### src/rtl/mem_pkg.sv
// Shared encodings for the data-memory access stage.
package mem_pkg;

   localparam int unsigned XLEN  = 32;
   localparam int unsigned BE_W  = 4;
   localparam int unsigned CNT_W = 8;

   localparam logic [1:0] SZ_BYTE = 2'b00;
   localparam logic [1:0] SZ_HALF = 2'b01;
   localparam logic [1:0] SZ_WORD = 2'b10;

   typedef enum logic [1:0] {
      ST_IDLE   = 2'b00,
      ST_ACCESS = 2'b01,
      ST_DONE   = 2'b10
   } state_e;

   // Reserved size 11 behaves as a word access.
   function automatic logic is_misaligned(input logic [1:0] size, input logic [1:0] off);
      case (size)
         SZ_BYTE: return 1'b0;
         SZ_HALF: return off[0];
         default: return off != 2'b00;
      endcase
   endfunction

endpackage

### src/rtl/load_formatter.sv
// Selects the addressed byte/half lane of a read word and sign/zero-extends it.
module load_formatter
   import mem_pkg::*;
(
   input  logic [XLEN-1:0] rdata,
   input  logic [1:0]      addr_lo,
   input  logic [1:0]      size,
   input  logic            is_unsigned,
   output logic [XLEN-1:0] data
);

   logic [7:0]  byte_lane;
   logic [15:0] half_lane;
   logic        ext_bit;

   always_comb begin
      byte_lane = rdata[7:0];
      case (addr_lo)
         2'b01:   byte_lane = rdata[15:8];
         2'b10:   byte_lane = rdata[23:16];
         2'b11:   byte_lane = rdata[31:24];
         default: byte_lane = rdata[7:0];
      endcase
      half_lane = addr_lo[1] ? rdata[31:16] : rdata[15:0];
      ext_bit   = 1'b0;
      data      = rdata;
      case (size)
         SZ_BYTE: begin
            ext_bit = ~is_unsigned & byte_lane[7];
            data    = {{24{ext_bit}}, byte_lane};
         end
         SZ_HALF: begin
            ext_bit = ~is_unsigned & half_lane[15];
            data    = {{16{ext_bit}}, half_lane};
         end
         default: data = rdata;
      endcase
   end

endmodule

### src/rtl/mem_access_unit.sv
// MEM stage: issues one outstanding data-memory transaction per load/store,
// stalls the pipeline until it completes, and formats load data for MEM/WB.
module mem_access_unit
   import mem_pkg::*;
#(
   parameter int unsigned TIMEOUT_CYCLES = 16
) (
   input  logic              clk,
   input  logic              rst_n,
   input  logic [XLEN-1:0]   alu_result_in,
   input  logic [XLEN-1:0]   store_data_in,
   input  logic              MemRead_in,
   input  logic              MemWrite_in,
   input  logic [1:0]        size_in,
   input  logic              unsigned_in,
   input  logic              dmem_ready,
   input  logic [XLEN-1:0]   dmem_rdata,
   output logic              dmem_req,
   output logic              dmem_we,
   output logic [XLEN-1:0]   dmem_addr,
   output logic [BE_W-1:0]   dmem_be,
   output logic [XLEN-1:0]   dmem_wdata,
   output logic [XLEN-1:0]   mem_data_out,
   output logic              stall_out,
   output logic              misalign_err_out,
   output logic              bus_err_out
);

   localparam logic [CNT_W-1:0] TO_LAST = CNT_W'(TIMEOUT_CYCLES - 1);

   state_e            state_q, state_d;
   logic [CNT_W-1:0]  cnt_q, cnt_d;
   logic              req_q, req_d;
   logic              we_q, we_d;
   logic [XLEN-1:0]   addr_q, addr_d;
   logic [BE_W-1:0]   be_q, be_d;
   logic [XLEN-1:0]   wdata_q, wdata_d;
   logic [XLEN-1:0]   mdata_q, mdata_d;
   logic              bus_err_q, bus_err_d;
   logic [1:0]        addr_lo_q, addr_lo_d;
   logic [1:0]        size_q, size_d;
   logic              uns_q, uns_d;

   logic              mem_op;
   logic              misaligned;
   logic [XLEN-1:0]   load_data;

   assign mem_op     = MemRead_in | MemWrite_in;
   assign misaligned = is_misaligned(size_in, alu_result_in[1:0]);

   load_formatter u_load_formatter (
      .rdata       (dmem_rdata),
      .addr_lo     (addr_lo_q),
      .size        (size_q),
      .is_unsigned (uns_q),
      .data        (load_data)
   );

   // Next-state and registered-output logic.
   always_comb begin
      state_d   = state_q;
      cnt_d     = cnt_q;
      req_d     = req_q;
      we_d      = we_q;
      addr_d    = addr_q;
      be_d      = be_q;
      wdata_d   = wdata_q;
      mdata_d   = mdata_q;
      bus_err_d = 1'b0;
      addr_lo_d = addr_lo_q;
      size_d    = size_q;
      uns_d     = uns_q;
      case (state_q)
         ST_IDLE: begin
            if (mem_op && misaligned) begin
               mdata_d = '0;
            end else if (mem_op) begin
               state_d   = ST_ACCESS;
               cnt_d     = '0;
               req_d     = 1'b1;
               we_d      = MemWrite_in;
               addr_d    = {alu_result_in[XLEN-1:2], 2'b00};
               addr_lo_d = alu_result_in[1:0];
               size_d    = size_in;
               uns_d     = unsigned_in;
               be_d      = 4'b1111;
               wdata_d   = '0;
               if (MemWrite_in) begin
                  case (size_in)
                     SZ_BYTE: begin
                        be_d    = 4'b0001 << alu_result_in[1:0];
                        wdata_d = {4{store_data_in[7:0]}};
                     end
                     SZ_HALF: begin
                        be_d    = alu_result_in[1] ? 4'b1100 : 4'b0011;
                        wdata_d = {2{store_data_in[15:0]}};
                     end
                     default: wdata_d = store_data_in;
                  endcase
               end
            end
         end
         ST_ACCESS: begin
            if (dmem_ready) begin
               if (!we_q) begin
                  mdata_d = load_data;
               end
               req_d   = 1'b0;
               state_d = ST_DONE;
            end else if (cnt_q == TO_LAST) begin
               req_d     = 1'b0;
               mdata_d   = '0;
               bus_err_d = 1'b1;
               state_d   = ST_DONE;
            end else begin
               cnt_d = cnt_q + CNT_W'(1);
            end
         end
         default: state_d = ST_IDLE;
      endcase
   end

   always_ff @(posedge clk or negedge rst_n) begin
      if (!rst_n) begin
         state_q   <= ST_IDLE;
         cnt_q     <= '0;
         req_q     <= 1'b0;
         we_q      <= 1'b0;
         addr_q    <= '0;
         be_q      <= '0;
         wdata_q   <= '0;
         mdata_q   <= '0;
         bus_err_q <= 1'b0;
         addr_lo_q <= '0;
         size_q    <= '0;
         uns_q     <= 1'b0;
      end else begin
         state_q   <= state_d;
         cnt_q     <= cnt_d;
         req_q     <= req_d;
         we_q      <= we_d;
         addr_q    <= addr_d;
         be_q      <= be_d;
         wdata_q   <= wdata_d;
         mdata_q   <= mdata_d;
         bus_err_q <= bus_err_d;
         addr_lo_q <= addr_lo_d;
         size_q    <= size_d;
         uns_q     <= uns_d;
      end
   end

   // Stall and misalign flags are combinational so the hold takes effect this cycle.
   assign stall_out        = rst_n & (((state_q == ST_IDLE) & mem_op & ~misaligned) |
                                      (state_q == ST_ACCESS));
   assign misalign_err_out = rst_n & (state_q == ST_IDLE) & mem_op & misaligned;

   assign dmem_req     = req_q;
   assign dmem_we      = we_q;
   assign dmem_addr    = addr_q;
   assign dmem_be      = be_q;
   assign dmem_wdata   = wdata_q;
   assign mem_data_out = mdata_q;
   assign bus_err_out  = bus_err_q;

endmodule

### config.mk
export PLATFORM = sky130hd
export DESIGN_NAME = mem_access_unit
export DESIGN_NICKNAME = d
export VERILOG_FILES = /design/src/rtl/mem_pkg.sv /design/src/rtl/load_formatter.sv /design/src/rtl/mem_access_unit.sv
export SDC_FILE = /design/constraint.sdc
export NUM_CORES = 1
export LEC_CHECK = 0
export ABC_AREA = 1
export CAP_MARGIN = 25
export CORE_MARGIN = 4
export CORE_UTILIZATION = 45
export DETAILED_ROUTE_END_ITERATION = 7
export PLACE_DENSITY = 0.9
export SLEW_MARGIN = 10
export SYNTH_ARGS = -nofsm -noshare
export SYNTH_HDL_FRONTEND = slang
export SYNTH_SLANG_ARGS = --single-unit
### constraint.sdc
create_clock -name clk -period 2.05 [get_ports clk]
set_input_delay 0.5125 -clock clk [delete_from_list [all_inputs] [get_ports clk]]
set_output_delay 0.5125 -clock clk [all_outputs]
set_load 0.05 [all_outputs]
==> results.txt, run 1 <==
----------------------------------------------------
[Route]
  Detailed-route wire length per cell ... 15.6 µm
  Via density ... 5.06
  Number of iterations in the first detailed-routing pass ... 5
  # DRC ... 0
  Top layer in use ... met4
  Met2 wirelength from detailed routing ... 8210 µm
  Detail Route Antenna Nets ... 0
  Met3 routed WL ... 1770 µm
  Total detailed-routing wirelength ... ~17,000 µm
  Vias ... 5,585
  Routed metal-1 wire length ... 6930 µm
  DRT iter0 DRCs ... 387

[Yosys]
  Predominant post-synthesis flop cell ... dfrtp_1
  EDFF count, synth ... 0
  Area fraction of the dominant cell type after synthesis ... 0.522
  Combinational family with the most area after synthesis ... simple AND/OR/NAND/NOR gates
  Synth Area in Simple Gates ... 0.300
  Cell with the most instances after synthesis ... nand2_1
  Cells after Synth ... ~700
  Fraction of synthesized area in multiplexers ... 0
  Distinct cell type count of the synthesized netlist ... 36
  Fraction of the mapped netlist area in compound gates ... 0.102
  Synth top cells by count ... nand2_1 (274), dfrtp_1 (116), o21ai_0 (61)
  Share of the synthesized netlist area taken by xor and xnor gates ... 0.00315
  Proportion of synthesized flip-flops having asynchronous set or reset ... 1.00
  YS warnings ... 0
  Biggest area contributors in the synthesized netlist ... dfrtp_1 (52%), nand2_1 (19%), o21ai_0 (5.5%)
  Number of storage elements in the synthesis netlist ... about 120
  Adder-Cell Fraction of Synth Area ... 0.00225
  Average cell area after synthesis ... around 8 µm²
  Fraction of the yosys area taken by sequential cells ... 0.522
  Synthesized cell area ... 0.00556 mm²
  Cell accounting for the most synthesized area ... dfrtp_1

[Power]
  Total chip power ... 12.3 mW
  Power per Cell Area ... ~1500 mW/mm²
  Switching part of the total ... 0.464
  Total internal power ... 6.60 mW
  Sequential share of power ... 0.284
  Clock power frac ... 0.224
  Logic gate share of total power ... 0.493
  Worst vdd ir ... 0.00107 V
  Pleak ... 4.40 nW
  Net Switching ... around 5.7 mW

[Floorplanning]
  Height of the die ... 119 µm
  Number of top-level pins ... around 210
  Die boundary width ... 119 µm
  Number of rows in the core area ... 40
  Standard cell core area ... 0.0121 mm²
  Initial core utilization ... 0.461
  Total Die Area ... around 0.014 mm²

[Clock tree]
  Master cell of the clock root buffer ... clkbuf_16
  Cts bufs inserted ... 17
  Clock tree from TritonCTS ... built
  Number of buffers between clock root and the deepest sink ... 2
  Number of buffers added to fix hold violations after cts ... 0
  Post-CTS clock slew at the launch and capture registers of the worst setup and hold paths ... 0.05 ns
  Number of levels in the clock H-tree ... 4
  Sink Count ... 116
  Clock latency of the later-clocked register in the worst-skew pair ... 0.41 ns

[Timing]
  Clock skew ... 0.00873 ns
  Number of setup violations in the final report ... 0
  Final critical-path share of the clock period ... 0.978
  Worst-case headroom to the max-slew limit ... 0.595
  Hold Vio Cnt, Final ... 0
  Unrepaired setup endpoints after global routing ... no
  Max Slew Vio Count ... 0
  Slew at the pin closest to its max-slew limit ... 0.608 ns
  Time the worst path needs with I/O delays and setup ... 2.01 ns
  Achievable Freq ... 499 MHz

[Setup path]
  Classification of the worst setup path ... primary input to output pin
  CP Data Arrival Time ... 1.49 ns
  CP required ... 1.54 ns
  Worst reg-to-reg path cell count ... 9
  Reg-to-Reg End ... mem_data_out[17]$_DFFE_PN0P_
  Worst Setup Start Kind ... primary input
  Critical-path maximum fanout ... 4
  Kind of end point of the critical path ... output pin
  Launching point of the worst reg2reg path ... state_q[1]$_DFFE_PN0P_
  Reg2Reg Setup Slack ... 0.32 ns

[Final layout]
  Final Util ... 0.696
  Area growth syn-to-layout ... 50.9%
  Total Nets Final ... 1,028
  Footprint of the flip-flops and latches ... 0.00290 mm²
  Filler Cells Inserted ... 957
  Area taken by multi-input logic gates ... 0.00233 mm²
  Share of layout cells above drive strength 1 ... 0.157
  Ant. Diodes ... 0

[Global route]
  Remaining Overflow, GRT ... 0
  Initial antenna violation count ... 0
  Overall routing resource usage ... 0.245
  Maximum number of pins on one net before global-route repair ... 117
  First-pass GRT wire length ... 27,400 µm
  Via count of the first global-routing pass ... 5,438

[Run]
  Maximum Capacitance Violations ... 0

[Place]
  PortBufs ... 206
  Placer Congestion ... between 0.8 and 0.9
  Estimated wirelength of the detail-placed design ... 12,200 µm

[Run status]
  Result of the run ... finished clean

[Worst hold path]
  Path class of the lowest-slack min-delay path ... primary input to async pin

----------------------------------------------------
[per-layer routing]
layer | track usage | vias up
met5 | 0 | -
met3 | 0.0973 | 31
met4 | 0.0920 | 0
li1 | - | 2689
met2 | 0.390 | 273
met1 | 0.299 | 2592
[registers in the layout (all words and copies together) (netlist names), 2 cells and up]
name	cells
addr_lo_q	2
dmem_be	4
mem_data_out	32
dmem_wdata	32
state_q	2
cnt_q	8
size_q	2
dmem_addr	30
[repair_timing]
item | in CTS | in global routing
gates resized for setup | 75 | 5
setup buffers | 2 | 1
pin swaps | 5 | 2
setup endpoints to repair | 63 | 2
[metrics by stage]
step | std cells | cell area, µm² | setup WS (ns) | hold slack, ns | setup TNS, ns
after detailed placement | 1069 | 7870 | -0.270 | 0.467 | -15.02
after CTS | 1103 | 8370 | 0.00197 | 0.244 | 0
after floorplan | 698 | 5600 | 0.00556 | 0.217 | 0
final | 1104 | 8390 | 0.0449 | 0.221 | 0
after global routing | 1104 | 8390 | 0.00204 | 0.250 | 0
after global placement | 1069 | 7870 | -0.260 | 0.461 | -10.61
[kinds of logic (layout without fill, tap and decap cells)]
logic type / Yosys count / in the layout
DFF: 116 / 116
buffers and inverters: 81 / 319
other: 1 / 2
AOI/OAI and AO/OA: 102 / 102
xor gates and xnor gates: 2 / 2
and+or+nand+nor: 394 / 394
adders and majority gates: 1 / 1
[area by class of cell]
cell class                      instances  area share
Inverter                               47      0.0213
Sequential cell                       116       0.346
Timing Repair Buffer                  240       0.263
Tap cell                              168      0.0251
Clock buffer                           28      0.0604
Multi-Input combinational cell        501       0.278
Clock inverter                          4     0.00537
[power by group through the flow]
stage / combinational (mW) / sequential, mW / clock, mW
2_1_floorplan: 1.75 / 5.83 / 0
3_5_place_dp: 6.31 / 3.51 / 0
6_report: 6.07 / 3.50 / 2.76
5_1_grt: 6.46 / 3.58 / 2.91
4_1_cts: 6.07 / 3.50 / 2.79
3_3_place_gp: 6.22 / 3.50 / 0
[how the worst max path moves through the flow]
stage | cells past startpoint | endpoint | from
after floorplan | 8 | stall_out | size_in[1]
after global placement | 6 | misalign_err_out | size_in[1]
after detailed placement | 6 | misalign_err_out | size_in[1]
after CTS | 5 | stall_out | state_q[0]$_DFFE_PN0P_
after global routing | 5 | stall_out | state_q[0]$_DFFE_PN0P_
final | 6 | misalign_err_out | alu_result_in[0]
[critical path, cell delays in order]
cell,delay (ns)
dlygate4sd2_1,0.27
inv_1,0.09
nand2_2,0.09
nand3_4,0.09
nor4_4,0.26
buf_12,0.18
[cells in the final DEF, fill, tap and decap left out, drive strengths merged, types with 5 or more instances in the layout]
cell,n
or2,19
nand4,8
clkdlybuf4s50,96
inv,47
nand2,277
dlygate4sd2,66
dfrtp,116
buf,77
o22ai,5
nand3,44
o21ai,62
a21oi,19
nor2,43
o221ai,8
clkbuf,29
(Power assumes the default switching activity.)
==> run 2, diff against run 1 <==
--- a/config.mk
+++ b/config.mk
@@ -9,7 +9,9 @@
 export CAP_MARGIN = 25
 export CORE_MARGIN = 4
 export CORE_UTILIZATION = 45
+export CTS_CLUSTER_SIZE = 40
 export DETAILED_ROUTE_END_ITERATION = 7
+export GPL_ROUTABILITY_DRIVEN = 1
 export PLACE_DENSITY = 0.9
 export SLEW_MARGIN = 10
 export SYNTH_ARGS = -nofsm -noshare
==> results of run 2 <==
The final DEF is identical to that of run 1; final timing and power are the same.
==> run 3, diff against run 2 <==
--- a/config.mk
+++ b/config.mk
@@ -9,7 +9,7 @@
 export CAP_MARGIN = 25
 export CORE_MARGIN = 4
 export CORE_UTILIZATION = 45
-export CTS_CLUSTER_SIZE = 40
+export CTS_CLUSTER_SIZE = 16
 export DETAILED_ROUTE_END_ITERATION = 7
 export GPL_ROUTABILITY_DRIVEN = 1
 export PLACE_DENSITY = 0.9
==> results of run 3 <==
The final DEF is identical to that of run 1; final timing and power are the same.
